[src/rtl/dsram_arbiter_pkg.sv]
// Shared definitions for the data-SRAM arbiter: owner encoding, request bus
// layout and the response-pipeline stage record.
package dsram_arbiter_pkg;

   typedef enum logic {
      DSRAM_OWN_C = 1'b0,
      DSRAM_OWN_D = 1'b1
   } owner_e;

   // wr + wstrb + addr + wdata
   localparam int DSRAM_REQ_WD = 69;

   typedef struct packed {
      logic        wr;
      logic [3:0]  wstrb;
      logic [31:0] addr;
      logic [31:0] wdata;
   } dsram_req_t;

   typedef struct packed {
      logic   valid;
      owner_e owner;
   } rsp_stage_t;

endpackage

[src/rtl/dsram_rsp_pipe.sv]
// Fixed-latency response tracker: LAT stages of {valid, owner}, shifted every
// cycle and cleared asynchronously, so in-flight accesses vanish on reset.
module dsram_rsp_pipe
   import dsram_arbiter_pkg::*;
#(
   parameter int LAT = 1
) (
   input  logic   clk,
   input  logic   resetn,
   input  logic   valid_i,
   input  owner_e owner_i,
   output logic   valid_o,
   output owner_e owner_o
);

   rsp_stage_t [LAT-1:0] pipe_q;
   rsp_stage_t [LAT-1:0] pipe_d;

   always_comb begin
      pipe_d[0] = '{valid: valid_i, owner: owner_i};
      for (int i = 1; i < LAT; i++) begin
         pipe_d[i] = pipe_q[i-1];
      end
   end

   // NOTE: sequential state uses non-blocking assignments only, so every
   // stage samples its neighbour's old value and the chain shifts by one.
   always_ff @(posedge clk or negedge resetn) begin
      if (!resetn) begin
         pipe_q <= '0;
      end else begin
         pipe_q <= pipe_d;
      end
   end

   assign valid_o = pipe_q[LAT-1].valid;
   assign owner_o = pipe_q[LAT-1].owner;

endmodule

[src/rtl/dsram_arbiter.sv]
// Two-port arbiter for the single-port pipelined data SRAM.
// Define DSRAM_ARB_RR_EN for round-robin arbitration; otherwise port C has fixed priority.
module dsram_arbiter
   import dsram_arbiter_pkg::*;
#(
   parameter int LAT   = 1,
   parameter int CNT_W = 16
) (
   input  logic             clk,
   input  logic             resetn,

   input  logic             c_req,
   input  logic             c_wr,
   input  logic [3:0]       c_wstrb,
   input  logic [31:0]      c_addr,
   input  logic [31:0]      c_wdata,
   output logic             c_addr_ok,
   output logic             c_data_ok,
   output logic [31:0]      c_rdata,

   input  logic             d_req,
   input  logic             d_wr,
   input  logic [3:0]       d_wstrb,
   input  logic [31:0]      d_addr,
   input  logic [31:0]      d_wdata,
   output logic             d_addr_ok,
   output logic             d_data_ok,
   output logic [31:0]      d_rdata,

   output logic             data_sram_en,
   output logic [3:0]       data_sram_wen,
   output logic [31:0]      data_sram_addr,
   output logic [31:0]      data_sram_wdata,
   input  logic [31:0]      data_sram_rdata,

   output logic [CNT_W-1:0] conflict_cnt
);

   logic                    any_req;
   logic                    conflict;
   owner_e                  winner;
   logic                    gnt;
   logic                    sel_d;
   logic [DSRAM_REQ_WD-1:0] c_raw;
   logic [DSRAM_REQ_WD-1:0] d_raw;
   dsram_req_t              win_req;
   logic [CNT_W-1:0]        cnt_q;
   logic [CNT_W-1:0]        cnt_d;
   logic                    rsp_valid;
   owner_e                  rsp_owner;

   assign any_req  = c_req | d_req;
   assign conflict = c_req & d_req;

`ifdef DSRAM_ARB_RR_EN
   owner_e last_q;
   owner_e last_d;
`endif

   // NOTE: every signal written here gets a default first, so no path leaves
   // it unassigned and no latch is inferred.
   always_comb begin
      winner = DSRAM_OWN_C;
      if (!c_req && d_req) begin
         winner = DSRAM_OWN_D;
      end
`ifdef DSRAM_ARB_RR_EN
      if (conflict && last_q == DSRAM_OWN_C) begin
         winner = DSRAM_OWN_D;
      end
      last_d = any_req ? winner : last_q;
`endif
   end

`ifdef DSRAM_ARB_RR_EN
   // Reset to D so that C takes the first conflict after reset.
   always_ff @(posedge clk or negedge resetn) begin
      if (!resetn) begin
         last_q <= DSRAM_OWN_D;
      end else begin
         last_q <= last_d;
      end
   end
`endif

   // Externally visible grant is held off while reset is asserted.
   assign gnt   = resetn & any_req;
   assign sel_d = gnt & (winner == DSRAM_OWN_D);

   assign c_raw   = {c_wr, c_wstrb, c_addr, c_wdata};
   assign d_raw   = {d_wr, d_wstrb, d_addr, d_wdata};
   assign win_req = sel_d ? d_raw : c_raw;

   assign c_addr_ok       = gnt & (winner == DSRAM_OWN_C);
   assign d_addr_ok       = sel_d;
   assign data_sram_en    = gnt;
   assign data_sram_wen   = (gnt && win_req.wr) ? win_req.wstrb : 4'b0000;
   assign data_sram_addr  = win_req.addr;
   assign data_sram_wdata = win_req.wdata;

   always_comb begin
      cnt_d = cnt_q;
      if (conflict && cnt_q != {CNT_W{1'b1}}) begin
         cnt_d = cnt_q + CNT_W'(1);
      end
   end

   always_ff @(posedge clk or negedge resetn) begin
      if (!resetn) begin
         cnt_q <= '0;
      end else begin
         cnt_q <= cnt_d;
      end
   end

   assign conflict_cnt = cnt_q;

   dsram_rsp_pipe #(.LAT(LAT)) u_rsp_pipe (
      .clk     (clk),
      .resetn  (resetn),
      .valid_i (any_req),
      .owner_i (winner),
      .valid_o (rsp_valid),
      .owner_o (rsp_owner)
   );

   assign c_data_ok = resetn & rsp_valid & (rsp_owner == DSRAM_OWN_C);
   assign d_data_ok = resetn & rsp_valid & (rsp_owner == DSRAM_OWN_D);
   assign c_rdata   = data_sram_rdata;
   assign d_rdata   = data_sram_rdata;

endmodule

[config.mk]
export PLATFORM = sky130hd
export DESIGN_NAME = dsram_arbiter
export DESIGN_NICKNAME = d
export VERILOG_FILES = /design/src/rtl/dsram_arbiter_pkg.sv /design/src/rtl/dsram_rsp_pipe.sv /design/src/rtl/dsram_arbiter.sv
export SDC_FILE = /design/constraint.sdc
export NUM_CORES = 1
export LEC_CHECK = 0
export CAP_MARGIN = 10
export CORE_AREA = 5 5 125 127
export DETAILED_ROUTE_END_ITERATION = 16
export DIE_AREA = 0 0 130 132
export PLACE_DENSITY = 0.61
export SLEW_MARGIN = 20
export SYNTH_ARGS = -nofsm -noshare
export SYNTH_HDL_FRONTEND = slang
export SYNTH_HIERARCHICAL = 1
export SYNTH_SLANG_ARGS = --single-unit
[constraint.sdc]
create_clock -name clk -period 2.2 [get_ports clk]
set_clock_uncertainty 0.2 [all_clocks]
set_input_delay 0.44 -clock clk [delete_from_list [all_inputs] [get_ports clk]]
set_output_delay 0.44 -clock clk [all_outputs]
set_load 0.02 [all_outputs]
# --- Word level (Yosys, flattened, before mapping) ---
# Cells that the tools add are included.
totals:
  reg_bits: 18
  in_bits: 174
  output_inout_bits: 153
  word_cells: 22
op_classes:
  n_addsub: 1
  eq_ne: 1
  mux: 3
  n_bitwise: 10
  n_reduce_logical: 4
op_table:
  columns: ["cell", "count"]
  rows:
  - ["$mux 69", 1]
  - ["$add 16x1->16 const B", 1]
  - ["$ne 16x16->1 const B", 1]
  - ["$and 1x1->1", 7]
  - ["$mux 4", 1]
  - ["$logic_and 1x1->1", 3]
  - ["$not 1->1", 2]
  - ["$logic_not 1->1", 1]
  - ["$mux 1", 1]
  - ["$or 1x1->1", 1]

# --- Logic depth before layout (Yosys ltp) ---
logic_depth:
  word_depth: 7
  depth_mapped: 7
  depth_no_buf: 5

# --- Cells and area by module ---
# The synthesis kept the hierarchy.
by_module_without_submodules:
  columns: ["module", "instances", "cells_each", "area_each_um2", "seq_area_each_um2"]
  rows:
  - ["dsram_arbiter", 1, 368, 2178.3, 400.4]
  - ["dsram_rsp_pipe", 1, 2, 50.0, 50.0]

# --- Worst setup path after synthesis ---
# No wires, ideal clock.
synth_path:
  path_type: "input to output"
  startpoint: "in d_req"
  endpoint: "out data_sram_addr[23]"
  arrival_ns: 1.462
  required_ns: 1.560
  setup_slack_ns: 0.098
  cell_stages: 6
  path_buffers: 1
  path_cell_list: "nor2b_2 -> nand2_1 -> inv_2 -> clkbuf_1 -> nand2_1 -> nand2_1"
synth_between:
  elab_chain_len: 4
  elab_cells_between_ends: 6
  cone_classes: "mux: 2; bitwise: 3; reduce/logical: 1"
synth_lines:
  columns: ["element", "line", "rtl"]
  rows:
  - ["start: declaration", "dsram_arbiter.sv:21", "input logic d_req,"]
  - ["$or 1x1->1 or $logic_and 1x1->1 (tied branches)", "dsram_arbiter.sv:52, dsram_arbiter.sv:64", null]
  - ["$and 1x1->1 or $mux 1 (tied branches)", "dsram_arbiter.sv:87, dsram_arbiter.sv:64", null]
  - ["$and 1x1->1 *", "dsram_arbiter.sv:88", "assign sel_d = gnt & (winner == DSRAM_OWN_D);"]
  - ["via d_addr_ok", "dsram_arbiter.sv:26", "output logic d_addr_ok,"]
  - ["$mux 69 *", "dsram_arbiter.sv:92", "assign win_req = sel_d ? d_raw : c_raw;"]
  - ["end: declaration", "dsram_arbiter.sv:32", "output logic [31:0] data_sram_addr,"]
# Mark *: on every way through the listed nets, which the timed path passes. The rest lies on a longest branch.

# --- Final worst setup path ---
layout_path:
  startpoint: "in d_req"
  endpoint: "out data_sram_wen[2]"
layout_between:
  elab_chain_len: 6
  elab_cells_between_ends: 8
  cone_classes: "mux: 3; bitwise: 3; reduce/logical: 2"
layout_lines:
  columns: ["element", "line", "rtl"]
  rows:
  - ["$logic_and 1x1->1 *", "dsram_arbiter.sv:64", "if (!c_req && d_req) begin"]
  - ["$mux 1 *", "dsram_arbiter.sv:64", null]
  - ["via winner", "dsram_arbiter.sv:41", "owner_e winner;"]
  - ["$and 1x1->1 *", "dsram_arbiter.sv:88", null]
  - ["$mux 69 *", "dsram_arbiter.sv:92", null]
  - ["$logic_and 1x1->1", "dsram_arbiter.sv:97", "assign data_sram_wen = (gnt && win_req.wr) ? win_req.wstrb : 4'b0000;"]
  - ["$mux 4 *", "dsram_arbiter.sv:97", null]
  - ["end: declaration", "dsram_arbiter.sv:31", "output logic [3:0] data_sram_wen,"]
# Marked as above.

==> out/results.ini <==
[run_status]
outcome=finished, violations left
violations=negative setup slack

[clock_tree]
root_buffer=clkbuf_16
htreeDepth=1
cts_buffer_depth=2
clk_latency_ns=0.25
cts.sinks=18
clk_pin_slew_ns=0.06
cts-buffers-inserted=3
cts_tree=done

[timing]
period_share_pct=100
setup_ws_ns=-0.00584
finalSetupViolCount=1
maxSlewViolCount=0
hold_violations=0
fin_crit_ns=2.21
setup_tns_ns=-0.00584
rsz0062_at_grt=true
fmax_mhz=453
relSlewSlack_pct=75.4
max_slew.worst_pin.slew_ns=0.359

[power]
peakVddDrop_mv=0.284
power_density_nw_per_um2=408
p_seq_share_pct=24.7
p_sw_uw=646
swShare_pct=35.4
p_clk_share_pct=22.4
power_frac_comb_pct=52.8
p_int_mw=1.18
p_leak_nw=2.27

[floorplan]
die_area_sq_um=17200
die_w_microns=130
core_area_sq_um=14300
floorplan.die.height_microns=132
ioPinCount=327
initial_core_util_pct=15.6
rows=44

[placed_design]
placed_area_sq_um=4400
dp.final_hpwl_mm=9.41
gp_congestion=0.808
port_buffers=230

[logic_synthesis]
ys_seq_area_share_pct=20.2
synth_cell_types=33
ys_seq_elements=18
synth_area_leaders=nand2_1 35%, buf_4 22%, dfrtp_1 20%
netlist_area_sq_um=2230
yosysWarnings=6
synth.avg_cell_area_sq_um=6.02
synth_fp_nets=545
syn_inst=370
yosysTopAreaCellShare_pct=35.0
yosys.area.top_type=nand2_1

[setup_path]
rr_endpoint=conflict_cnt[1]
reg2regPathDepth=4
r2r-start=conflict_cnt[12]
worstPathArrival_ns=1.57
cp-end-kind=primary output
path_max_fanout=6
cp.required_ns=1.56
path_class=primary input to primary output
worst_setup_path_start_kind=primary input
reg2reg_slack_ns=0.37

[layout]
area_growth_pct=101
nets=737
final_common_cell=nand2_1
diodes=0
layout_common_cells=204 x nand2_1, 152 x clkdlybuf4s50_1, 52 x buf_2
post-route-cell-area_sq_um=4470
drive_above_1_share_pct=21.7
final_util_pct=31.2

[global_routing]
grt_use_total_pct=12.4
antenna_found_initial=0
grt_pass1_wl_mm=16.7
grt_overflow_total=0
grt_max_degree=27
grt_pass1_vias=2975

[worst_hold_path]
hp-class=primary input to asynchronous set/reset pin

[route]
drtPass1Iterations=4
routed_wl_mm=12.1
antenna_left=0
drt-initial-drc-count=185
via_per_inst=4.00
drc=0
vias=2983
wl_per_cell_microns=16.2

[job]
maxCapViolCount=0

## power by group through the flow
stage	logic [mW]	registers (mW)	clock network [mW]
finish	0.964	0.451	0.409
detailed placement	1.00	0.458	0
floorplan	0.496	0.497	0
global route	1.04	0.462	0.425
global placement	1.01	0.455	0
CTS	1.00	0.453	0.412
## logic make-up after synthesis
family | count (synthesis) | synth area share (%)
simple gates | 244 | 45.6
buf+inv | 80 | 24.9
flops | 18 | 20.2
compound gates | 16 | 3.99
xor+xnor | 9 | 3.54
mux | 2 | 1.18
fa+ha+maj | 1 | 0.561
## stage by stage
| step | setup WS (ns) | cells | power (mW) | hold slack (ns) |
|---|---|---|---|---|
| floorplan | 0.0977 | 370 | 0.993 | -0.0556 |
| global placement | -0.772 | 727 | 1.46 | 0.289 |
| detailed placement | -0.772 | 727 | 1.46 | 0.287 |
| CTS | -0.0102 | 744 | 1.86 | 0.108 |
| global route | -0.0409 | 745 | 1.92 | 0.126 |
| finish | -0.00584 | 745 | 1.82 | 0.0929 |
## registers in the layout, indices dropped and copies added, names as in the netlist
name	count
u_rsp_pipe/valid_o	1
u_rsp_pipe/owner_o	1
conflict_cnt	16
## layout make-up
cell class,count,area [sq um]
inverter,2,15.0
multi-input combinational,272,1250
clock buffer,4,88.8
fill,1584,9840
sequential,18,450
timing repair buffer,265,2440
tap,184,230
## repair_timing
item,4_1_cts,5_1_grt
hold buffers,2,0
pin swaps,5,1
cloned,4,1
setup endpoints to repair,73,43
buffers inserted,7,0
gates resized for setup,238,46
hold endpoints to repair,14,0
## worst max-delay path: stages
cell	delay, ns
buf_6	0.07
nor2b_4	0.16
nand2_4	0.11
inv_8	0.10
buf_16	0.13
buf_6	0.10
nand2_1	0.06
a21oi_2	0.11
buf_4	0.15
buf_6	0.12
## per-layer routing
metal | track usage, % | share of wire, % | vias up
met2 | 22.4 | 48 | 220
li1 | - | - | 1479
met1 | 13.9 | 36 | 1266
met4 | 1.85 | 1.0 | 0
met5 | 0 | 0 | -
met3 | 5.19 | 14 | 18
## Yosys cell counts
cell type and n:
ha_1 1, and2_1 2, xor2_1 8, a22o_1 1
nor3_1 3, inv_1 1, nor2_1 5, nor2b_2 1
dfrtp_1 18, buf_4 65, nand4_2 1, inv_2 1
and4_1 2, and3_1 4, nand3_1 5, mux2_2 1
mux2_4 1, or2_2 1, a21oi_1 6, nor4_1 3
o21ai_0 7, nor2_2 1, nand2_1 208, xnor2_1 1
nor4_4 1, nor3_2 1, clkbuf_1 5, buf_2 8
nor3b_1 1, nand4_1 4, nand2_2 1, a31oi_1 1
a2111oi_0 1
## worst max path at each step
stage	start	to	slack, ns	depth (start not counted)
2_1_floorplan	d_req	data_sram_addr[23]	0.1	6
3_3_place_gp	d_req	data_sram_wdata[0]	-0.77	8
3_5_place_dp	d_req	data_sram_addr[25]	-0.77	8
4_1_cts	d_req	data_sram_wen[1]	-0.01	10
5_1_grt	c_req	data_sram_wen[2]	-0.04	10
6_report	d_req	data_sram_wen[2]	-0.006	10
Note: power is estimated with default switching activity, not from simulation.
